===== config.mk =====
export PLATFORM = sky130hd
export DESIGN_NAME = ex_mdu
export DESIGN_NICKNAME = d
export VERILOG_FILES = /design/src/rtl/ex_mdu_pkg.sv /design/src/rtl/mdu_div_step.sv /design/src/rtl/ex_mdu.sv
export SDC_FILE = /design/constraint.sdc
export NUM_CORES = 1
export LEC_CHECK = 0
export CORE_MARGIN = 2
export CORE_UTILIZATION = 35
export CTS_BUF_LIST = sky130_fd_sc_hd__clkbuf_16
export CTS_CLUSTER_DIAMETER = 30
export CTS_CLUSTER_SIZE = 8
export DETAILED_ROUTE_END_ITERATION = 12
export SLEW_MARGIN = 10
export SYNTH_ARGS = -nofsm -noshare
export SYNTH_HDL_FRONTEND = slang
export SYNTH_HIERARCHICAL = 1
export SYNTH_SLANG_ARGS = --single-unit
export TNS_END_PERCENT = 10

===== constraint.sdc =====
create_clock -name clk -period 3.5 [get_ports clk]
set_input_delay 0.7 -clock clk [delete_from_list [all_inputs] [get_ports clk]]
set_output_delay 0.7 -clock clk [all_outputs]
set_load 0.05 [all_outputs]

===== src/rtl/ex_mdu_pkg.sv =====
// Shared EX-stage types: MDU operation codes, MDU FSM states and small
// decode helpers used by the multiply/divide unit.
package project_types;

    localparam int MDU_OP_W = 3;

    // MADD/MSUB are always enumerated; whether they are legal is decided by the
    // unit itself (MDU_ACC_EN), so unused encodings stay well defined.
    typedef enum logic [MDU_OP_W-1:0] {
        MDU_MULT  = 3'd0,
        MDU_MULTU = 3'd1,
        MDU_DIV   = 3'd2,
        MDU_DIVU  = 3'd3,
        MDU_MADD  = 3'd4,
        MDU_MSUB  = 3'd5
    } mdu_op_t;

    typedef enum logic [1:0] {
        IDLE = 2'd0,
        MUL  = 2'd1,
        DIV  = 2'd2,
        FIN  = 2'd3
    } mdu_state_t;

    function automatic logic mdu_is_div(input mdu_op_t op);
        return (op == MDU_DIV) || (op == MDU_DIVU);
    endfunction

    function automatic logic mdu_is_signed(input mdu_op_t op);
        return (op == MDU_MULT) || (op == MDU_DIV) ||
               (op == MDU_MADD) || (op == MDU_MSUB);
    endfunction

endpackage


===== src/rtl/mdu_div_step.sv =====
// One restoring-division step: shift the next dividend bit into the partial
// remainder and subtract the divisor if it fits.
// Relies on the invariant rem < divisor, which holds from a zero start.
module mdu_div_step #(
    parameter int WIDTH = 32
) (
    input  logic [WIDTH-1:0] rem,
    input  logic [WIDTH-1:0] divisor,
    input  logic             dividend_bit,
    output logic [WIDTH-1:0] rem_next,
    output logic             q_bit
);

    logic [WIDTH:0] shifted;
    logic [WIDTH:0] diff;

    assign shifted  = {rem, dividend_bit};
    assign diff     = shifted - {1'b0, divisor};
    // A borrow out of the top bit means the divisor did not fit.
    assign q_bit    = ~diff[WIDTH];
    assign rem_next = q_bit ? diff[WIDTH-1:0] : shifted[WIDTH-1:0];

endmodule


===== src/rtl/ex_mdu.sv =====
// EX-stage multi-cycle multiply/divide unit. Radix-2 shift-add multiply and
// restoring divide on magnitudes, sign fix-up in FIN, result in hi_o/lo_o.
// Optional macro MDU_ACC_EN enables MADD/MSUB accumulation into {hi_o,lo_o}.
module ex_mdu
    import project_types::*;
#(
    parameter int WIDTH = 32
) (
    input  logic             clk,
    input  logic             rst,
    input  logic             start,
    input  mdu_op_t          op,
    input  logic [WIDTH-1:0] oprd1,
    input  logic [WIDTH-1:0] oprd2,
    input  logic             flush,
    output logic             busy,
    output logic             stall_req,
    output logic             done,
    output logic [WIDTH-1:0] hi_o,
    output logic [WIDTH-1:0] lo_o
);

    localparam int CNT_W = $clog2(WIDTH) + 1;

    mdu_state_t         state, state_next;
    logic [CNT_W-1:0]   cnt;
    // {hi,lo} working register: product for MUL, {remainder, dividend/quotient} for DIV.
    logic [2*WIDTH-1:0] acc;
    logic [WIDTH-1:0]   opnd;
    logic               sign_q, sign_r;
    mdu_op_t            op_q;

    logic               op_legal, op_signed, accept, div_by_zero, last_iter;
    logic [WIDTH-1:0]   abs1, abs2;
    logic [WIDTH:0]     mul_sum;
    logic [WIDTH-1:0]   div_rem;
    logic               div_qbit;
    logic [2*WIDTH-1:0] prod_fix;
    logic [WIDTH-1:0]   quo_fix, rem_fix;
    logic [2*WIDTH-1:0] fin_result;

`ifdef MDU_ACC_EN
    assign op_legal = (op == MDU_MULT) || (op == MDU_MULTU) || (op == MDU_DIV) ||
                      (op == MDU_DIVU) || (op == MDU_MADD)  || (op == MDU_MSUB);
`else
    assign op_legal = (op == MDU_MULT) || (op == MDU_MULTU) ||
                      (op == MDU_DIV)  || (op == MDU_DIVU);
`endif

    assign op_signed   = mdu_is_signed(op);
    assign accept      = start && op_legal && !flush && (state == IDLE);
    assign div_by_zero = mdu_is_div(op) && (oprd2 == '0);
    assign last_iter   = (cnt == CNT_W'(WIDTH - 1));
    assign abs1        = (op_signed && oprd1[WIDTH-1]) ? -oprd1 : oprd1;
    assign abs2        = (op_signed && oprd2[WIDTH-1]) ? -oprd2 : oprd2;
    assign stall_req   = busy || (start && op_legal && (state == IDLE));

    // Shift-add: add multiplicand into the upper half when the current
    // multiplier bit (acc[0]) is set; the carry is kept for the right shift.
    assign mul_sum = {1'b0, acc[2*WIDTH-1:WIDTH]} +
                     {1'b0, (acc[0] ? opnd : {WIDTH{1'b0}})};

    mdu_div_step #(.WIDTH(WIDTH)) u_div_step (
        .rem          (acc[2*WIDTH-1:WIDTH]),
        .divisor      (opnd),
        .dividend_bit (acc[WIDTH-1]),
        .rem_next     (div_rem),
        .q_bit        (div_qbit)
    );

    assign prod_fix = sign_q ? -acc : acc;
    assign quo_fix  = sign_q ? -acc[WIDTH-1:0] : acc[WIDTH-1:0];
    assign rem_fix  = sign_r ? -acc[2*WIDTH-1:WIDTH] : acc[2*WIDTH-1:WIDTH];

    // Final result selection: sign-corrected product/quotient, or accumulation.
    always_comb begin
        // NOTE: every combinational output gets a default first so no path can infer a latch.
        fin_result = prod_fix;
        case (op_q)
            MDU_DIV, MDU_DIVU: fin_result = {rem_fix, quo_fix};
`ifdef MDU_ACC_EN
            MDU_MADD:          fin_result = {hi_o, lo_o} + prod_fix;
            MDU_MSUB:          fin_result = {hi_o, lo_o} - prod_fix;
`endif
            default:           fin_result = prod_fix;
        endcase
    end

    // FSM state register.
    always_ff @(posedge clk) begin
        // NOTE: sequential state uses non-blocking assignment so every flop samples pre-edge values.
        if (rst) state <= IDLE;
        else     state <= state_next;
    end

    // FSM next-state and status outputs.
    always_comb begin
        state_next = state;
        busy       = 1'b0;
        done       = 1'b0;
        case (state)
            IDLE: begin
                if (accept) begin
                    if (div_by_zero)         state_next = FIN;
                    else if (mdu_is_div(op)) state_next = DIV;
                    else                     state_next = MUL;
                end
            end
            MUL, DIV: begin
                busy = 1'b1;
                if (flush)          state_next = IDLE;
                else if (last_iter) state_next = FIN;
            end
            FIN: begin
                done       = !flush;
                state_next = IDLE;
            end
            default: state_next = IDLE;
        endcase
    end

    // Datapath: operand capture, one iteration per cycle, result write in FIN.
    always_ff @(posedge clk) begin
        // NOTE: datapath registers are reset too, so a reset mid-operation leaves nothing behind.
        if (rst) begin
            cnt    <= '0;
            acc    <= '0;
            opnd   <= '0;
            sign_q <= 1'b0;
            sign_r <= 1'b0;
            op_q   <= MDU_MULT;
            hi_o   <= '0;
            lo_o   <= '0;
        end else begin
            case (state)
                IDLE: begin
                    if (accept) begin
                        cnt  <= '0;
                        op_q <= op;
                        if (div_by_zero) begin
                            acc    <= {oprd1, {WIDTH{1'b1}}};
                            opnd   <= '0;
                            sign_q <= 1'b0;
                            sign_r <= 1'b0;
                        end else begin
                            sign_q <= op_signed && (oprd1[WIDTH-1] ^ oprd2[WIDTH-1]);
                            sign_r <= op_signed && oprd1[WIDTH-1];
                            if (mdu_is_div(op)) begin
                                acc  <= {{WIDTH{1'b0}}, abs1};
                                opnd <= abs2;
                            end else begin
                                acc  <= {{WIDTH{1'b0}}, abs2};
                                opnd <= abs1;
                            end
                        end
                    end
                end
                MUL: begin
                    cnt <= cnt + 1'b1;
                    acc <= {mul_sum, acc[WIDTH-1:1]};
                end
                DIV: begin
                    cnt <= cnt + 1'b1;
                    acc <= {div_rem, acc[WIDTH-2:0], div_qbit};
                end
                FIN: begin
                    if (!flush) begin
                        hi_o <= fin_result[2*WIDTH-1:WIDTH];
                        lo_o <= fin_result[WIDTH-1:0];
                    end
                end
                default: ;
            endcase
        end
    end

endmodule

## After elaboration in Yosys (flattened, before gate mapping)

Index checks and enable logic that the tools add are counted.

| word-level totals | value |
|---|---|
| bits in registers | 173 |
| bits in latches | 0 |
| RAM bits | 0 |
| ROM bits | 0 |
| input port bits | 71 |
| output and inout bits | 67 |
| word-level logic and storage cells | 88 |
| memories | 0 |

| cells by class | value |
|---|---|
| $add $sub $neg | 8 |
| $mul | 0 |
| divide/modulo/power cells | 0 |
| magnitude comparators | 0 |
| equal/unequal tests | 13 |
| shift operators | 0 |
| mux-type cells | 26 |
| bitwise logic cells | 3 |
| reductions and logical operators | 29 |

Operator list:

| kind | count |
|---|---|
| 32-bit 2-to-1 mux | 9 |
| 64-bit 2-to-1 mux | 4 |
| 64-bit case mux with 3 select lines | 1 |
| 32-bit negator | 4 |
| 64-bit negator | 1 |
| 32-bit by 32-bit adder with 33-bit output | 1 |
| 33-bit by 32-bit subtractor with 33-bit output | 1 |
| 32-bit zero test | 1 |
| 3-bit by 2-bit equality test with 1-bit output, second input constant | 4 |
| 6-bit case mux with 2 select lines | 1 |
| 2-bit 2-to-1 mux | 5 |
| 2-bit AND reduction | 5 |
| 1-bit logical AND | 8 |
| 1-bit logical OR | 8 |
| 6-bit by 1-bit adder with 6-bit output, second input constant | 1 |
| 3-bit equality test, second input constant | 2 |
| 6-bit by 5-bit equality test with 1-bit output, second input constant | 1 |
| 6-bit 2-to-1 mux | 1 |
| 2-bit case mux with 3 select lines | 1 |
| 2-bit equality test, second input constant | 2 |
| 1-bit 2-to-1 mux | 4 |
| 2-bit OR reduction | 2 |
| 3-bit by 1-bit equality test with 1-bit output, second input constant | 1 |
| 3-bit zero test | 1 |
| other kinds (9) | 10 |

## Longest topological paths before layout

| depth | value |
|---|---|
| depth in word-level cells | 10 |
| mapped depth | 19 |
| mapped depth without buffers | 17 |

## Hierarchy

Netlist, hierarchy kept.

Modules (own cells, without submodules):

| module | times used | cells each | area each (um2) |
|---|---|---|---|
| ex_mdu | 1 | 1739 | 12887.4 |
| mdu_div_step | 1 | 305 | 2358.5 |

## Worst setup path after synthesis

OpenSTA, ideal clock, no wires.

| path | value |
|---|---|
| kind | reg-to-reg |
| from | reg acc[31] |
| to | reg acc[48] |
| library setup time | 132 ps |
| data arrival time | 3667 ps |
| data required time | 3368 ps |
| path slack | -300 ps |
| cell stages (with the launch flop) | 19 |
| path through | dfxtp_1 inv_1 ha_1 fa_1 and2b_1 o2111ai_2 a21oi_2 o2111ai_1 a211oi_2 nor2_4 mux2i_4 and2_4 buf_12 inv_8 buf_12 mux2_4 a221oi_1 a211o_1 a21oi_1 |

| on the way | value |
|---|---|
| longest elaborated chain between the ends | 3 |

RTL lines:

| item | RTL line | RTL |
|---|---|---|
| from (decl) | ex_mdu.sv:28 | `logic [2*WIDTH-1:0] acc;` |
| from (signal assigned) | ex_mdu.sv:141 | `acc <= {oprd1, {WIDTH{1'b1}}};` |
| from (signal assigned) | ex_mdu.sv:149 | `acc <= {{WIDTH{1'b0}}, abs1};` |
| from (signal assigned) | ex_mdu.sv:152 | `acc <= {{WIDTH{1'b0}}, abs2};` |
| 33-bit by 32-bit subtractor with 33-bit output | mdu_div_step.sv:18 | `assign diff = shifted - {1'b0, divisor};` |
| 32-bit 2-to-1 mux | mdu_div_step.sv:21 | `assign rem_next = q_bit ? diff[WIDTH-1:0] : shifted[WIDTH-1:0];` |
| named net div_rem[16] | ex_mdu.sv:36 | `logic [WIDTH-1:0] div_rem;` |
| 64-bit case mux with 3 select lines | ex_mdu.sv:135 | `case (state)` |

The timed path passes the listed nets, and every way through them passes these cells.
A chain may end at the register's enable or synchronous reset.

## Worst setup path in the final report

| path | value |
|---|---|
| from | reg opnd[15] |
| to | reg acc[57] |

| on the way | value |
|---|---|
| longest elaborated chain between the ends | 3 |
| elaborated cells on any way between the ends | 5 |

RTL lines:

| item | RTL line | RTL |
|---|---|---|
| from (decl) | ex_mdu.sv:29 | `logic [WIDTH-1:0] opnd;` |
| from (signal assigned) | ex_mdu.sv:150 | `opnd <= abs2;` |
| from (signal assigned) | ex_mdu.sv:153 | `opnd <= abs1;` |
| 33-bit by 32-bit subtractor with 33-bit output | mdu_div_step.sv:18 |  |
| 32-bit 2-to-1 mux | mdu_div_step.sv:21 |  |
| named net div_rem[25] | ex_mdu.sv:36 |  |
| 64-bit case mux with 3 select lines | ex_mdu.sv:135 |  |

The timed path passes the listed nets, and every way through them passes these cells.

==> summary by stage <==
Status
The run finished, with violations left. The final reports fail on setup timing.

Worst setup path
The reg-to-reg critical path endpoint is acc[57]. The reg-to-reg startpoint is opnd[15]. The peak per-stage delay on the critical path is 0.36 ns. The number of buffers and inverters on the critical path is 3. The worst register-to-register path has a setup slack of -0.1 ns. On the critical path the largest part of the delay comes from simple AND/OR/NAND/NOR gates. Traced cell by cell, the critical path runs through inv_1 > ha_1 > and4_1 > and3_1 > a221o_1 > a21oi_2 > a211oi_2 > nor2_4 > mux2i_4 > and2_4 > inv_8 > buf_4 > mux2_4 > nand2_1 > nand2_1 > a22oi_1 > o21ai_0. The classification of the worst setup path is flip-flop to flip-flop. The highest-delay cell along the critical path is sky130_fd_sc_hd__ha_1. Along the worst path, the maximum fanout reaches 11. For the worst setup path, the data arrival time is 3.94 ns. STA classifies the critical path startpoint as a flip-flop.

The count of cells along the worst register-to-register path is 17. Counting stages on the worst path, the most repeated cell is sky130_fd_sc_hd__nand2_1. STA classifies the critical path endpoint as a flip-flop. The worst endpoint required time is 3.85 ns.

Synth
The proportion of synthesized flip-flops having asynchronous set or reset is 0. After synthesis, the cell types taking the most area are sky130_fd_sc_hd__dfxtp_1 23%, sky130_fd_sc_hd__ha_1 6.2%, sky130_fd_sc_hd__nor2_1 5.5%. The top cell type's share of synthesized area is 0.226.

Summing every instance area after synthesis gives 0.0152 mm^2. The synthesis-stage register bit count is 172. sky130_fd_sc_hd__nor2_1 is the most common cell in the netlist.

The cell taking the most area after synthesis is sky130_fd_sc_hd__dfxtp_1. The most used flip-flop cell after synthesis is sky130_fd_sc_hd__dfxtp_1. Of the synthesized area, sequential elements account for 0.226.

The cell count after synthesis came out at 2,044. The count of flip-flops with a built-in enable after synthesis is 0. In this run the mean area of a mapped cell was 7.46 um^2. The synthesized netlist net count is 2,192.

By count the netlist is led by 223 x sky130_fd_sc_hd__nor2_1, 172 x sky130_fd_sc_hd__dfxtp_1, 164 x sky130_fd_sc_hd__nand2_1. The number of different library cells used by synthesis comes to 95. Yosys printed 6 warnings.

Die
In this run the standard cell core region covers approximately 0.043 mm^2. The die outline width is between 200 and 250 um. The floorplan has 76 rows.

The die height is 213 um. For this configuration, the core starts out at a cell density of 0.354. The die footprint is about 0.045 mm^2.

Pin placement for this block handled 138 I/O pins.

Clocking
The TritonCTS sink count is between 150 and 200. Clock latency on the worst-skew pair, taken at its later pin, is 0.48 ns. Clock tree synthesis inserted a total of 17 buffers. The clock-pin slew on the worst setup and hold paths is ~0.080 ns. The master cell of the clock root buffer is sky130_fd_sc_hd__clkbuf_16. The clock passes through at most 2 buffers. The CTS tree is yes.

Buffers inserted to repair hold after CTS numbered 0. The clock tree synthesis step divided the H-tree into 4 levels.

Timing
Across all setup checks in the final design, the least slack found is -0.0959 ns. Of the available clock period, the critical path in the final layout requires 1.03. The final worst hold slack is 0.450 ns.

Setup repair after global routing could not meet its margin everywhere. The hold violation total from the final report is 0. The minimum period implied by the final worst setup slack is 3.60 ns.

The number of pins with negative max-slew slack in the final report was 0. The final clock skew is around 0.019 ns. At the pin with the least slew margin, the transition time is around 0.90 ns.

The setup-violating endpoint count in the final report is 22. The peak clock frequency supported by timing is around 280 MHz. In this run the tightest slew margin relative to its limit is 0.394.

Power and ir drop
The power density relative to cell area is 858 mW/mm^2. The leakage power total is 7.95 nW. The maximum VDD drop is 0.471 mV.

Placement
The count of input and output buffers is 137. The congestion estimate from routability-driven global placement came to 0.991. Detailed placement finished with a half-perimeter wire length of between 50 and 60 mm. Timing analysis after detailed placement gives a worst setup slack of -0.233 ns.

The area after detailed placement is 0.0191 mm^2. The cell count after placement is 2,917.

Routing
The DRC violation total after the first TritonRoute iteration is 1,764. The number of detailed-route iterations in the first pass is 6. The number of design rule violations left after detail routing is 0. The mean routed wirelength per cell is 22.4 um.

The average vias per placed instance is 5.89. The total via count after detailed routing is 17,400. Once detail routing completed, the nets flagged for antenna violations numbered 0. The total wirelength of the detailed-routed design is 66.4 mm.

Global route
The number of global-route vias before repair came to 16,300. The initial antenna violation count is 0. Across every metal layer, demand over resource in global routing totals 0.289.

The largest net degree at the start of global routing is 110. The first-pass GRT wire length is 98.2 mm. The remaining global-route overflow is 0.

Final layout
The area growth from synthesis to layout is 30.4%. The final instance area is 0.0199 mm^2. The number of antenna diodes in the final layout is 0. The utilization of the core after routing is 0.461. The fraction of layout cells with a size suffix above 1 is 0.182. The final cell count without fillers is 2,956. The filler cells instantiated in the layout total 4,401.

The post-layout net count is roughly 2,500.

Min path
The worst hold path stage count is 2. The endpoint with the worst hold slack is hi_o[30]. The worst hold path belongs to the class flip-flop to flip-flop.

The start point of the worst hold path is hi_o[30].

Job
The max-cap check violation count is 0.
stage by stage:
stage                     TNS, ns  power, mW
final                       -1.01       17.0
after global routing        -4.76       18.0
after CTS                  -0.713       16.6
after detailed placement    -8.28       14.3
after global placement      -7.19       14.2
after floorplan            -0.101       10.5
sequential cells by signal, indices dropped and copies added (netlist names):
| register | cells |
|---|---|
| acc | 64 |
| cnt | 6 |
| hi_o | 32 |
| lo_o | 32 |
| op_q | 2 |
| opnd | 32 |
| sign_q | 1 |
| sign_r | 1 |
| state | 2 |
worst max path at each step:
stage | from | to | slack, ns | cells after the start
floorplan | acc[31] | acc[41] | -0.03 | 18
global placement | oprd2[8] | acc[60] | -0.24 | 11
detailed placement | oprd2[8] | acc[42] | -0.23 | 11
CTS | acc[31] | acc[57] | -0.08 | 18
global route | opnd[4] | acc[57] | -0.24 | 17
finish | opnd[15] | acc[57] | -0.1 | 17
repair_timing:
| item | CTS | global route |
|---|---|---|
| pin swaps | 12 | 7 |
| resized for setup | 15 | 12 |
| gates cloned | 2 | 0 |
| setup buffers | 3 | 2 |
| setup endpoints to repair | 20 | 33 |
kinds of logic after synthesis:
| logic type | synth area share |
|---|---|
| adder cells (fa/ha/maj) | 0.0642 |
| buffers and inverters | 0.0581 |
| flip-flops | 0.226 |
| multiplexers | 0.0286 |
| XOR/XNOR | 0.0965 |
| AO/OA/AOI/OAI | 0.291 |
| AND/OR/NAND/NOR | 0.236 |
placed cells by master (no fill, tap or decap), types with 81 or more instances in the layout:
cell                              count
sky130_fd_sc_hd__nand2_1            164
sky130_fd_sc_hd__dfxtp_1            165
sky130_fd_sc_hd__nor2_1             222
sky130_fd_sc_hd__buf_4              299
sky130_fd_sc_hd__clkdlybuf4s50_1    134
sky130_fd_sc_hd__xnor2_1             81
sky130_fd_sc_hd__a211oi_1            87
sky130_fd_sc_hd__a21oi_1            157
sky130_fd_sc_hd__xor2_1              87
sky130_fd_sc_hd__o21ai_0            115
power by group:
part	total, mW	leakage [nW]	internal, mW	switching [mW]
registers	2.78	1.40	2.35	0.431
clock network	2.02	0.288	1.07	0.954
logic	12.3	6.26	5.32	6.93
total	17.0	7.95	8.73	8.32
final cells by class:
| class | count | area (um^2) | area share |
|---|---|---|---|
| clock buffers | 17 | 425 | 0.0214 |
| clock inverters | 15 | 166 | 0.00837 |
| inverters | 56 | 224 | 0.0113 |
| multi-input cells | 1666 | 11100 | 0.557 |
| flip-flops and latches | 172 | 3450 | 0.174 |
| well taps | 585 | 732 | 0.0368 |
| repair buffers | 443 | 3780 | 0.190 |
| repair inverters | 2 | 20.0 | 0.00101 |
worst register-to-register path, cell delays in order (launching register included):
cell and delay (ns):
sky130_fd_sc_hd__dfxtp_1 0.34, sky130_fd_sc_hd__inv_1 0.08, sky130_fd_sc_hd__ha_1 0.36, sky130_fd_sc_hd__and4_1 0.24, sky130_fd_sc_hd__and3_1 0.22, sky130_fd_sc_hd__a221o_1 0.32
sky130_fd_sc_hd__a21oi_2 0.17, sky130_fd_sc_hd__a211oi_2 0.11, sky130_fd_sc_hd__nor2_4 0.14, sky130_fd_sc_hd__mux2i_4 0.24, sky130_fd_sc_hd__and2_4 0.30, sky130_fd_sc_hd__inv_8 0.12
sky130_fd_sc_hd__buf_4 0.16, sky130_fd_sc_hd__mux2_4 0.28, sky130_fd_sc_hd__nand2_1 0.06, sky130_fd_sc_hd__nand2_1 0.05, sky130_fd_sc_hd__a22oi_1 0.17, sky130_fd_sc_hd__o21ai_0 0.10
layer usage:
metal,GRT usage,vias up,share of wire
li1,-,8163,-
met1,0.393,8294,0.44
met2,0.452,794,0.45
met3,0.0387,146,0.068
met4,0.138,0,0.048
met5,0,-,0
Power figures use the tool's default switching activity.
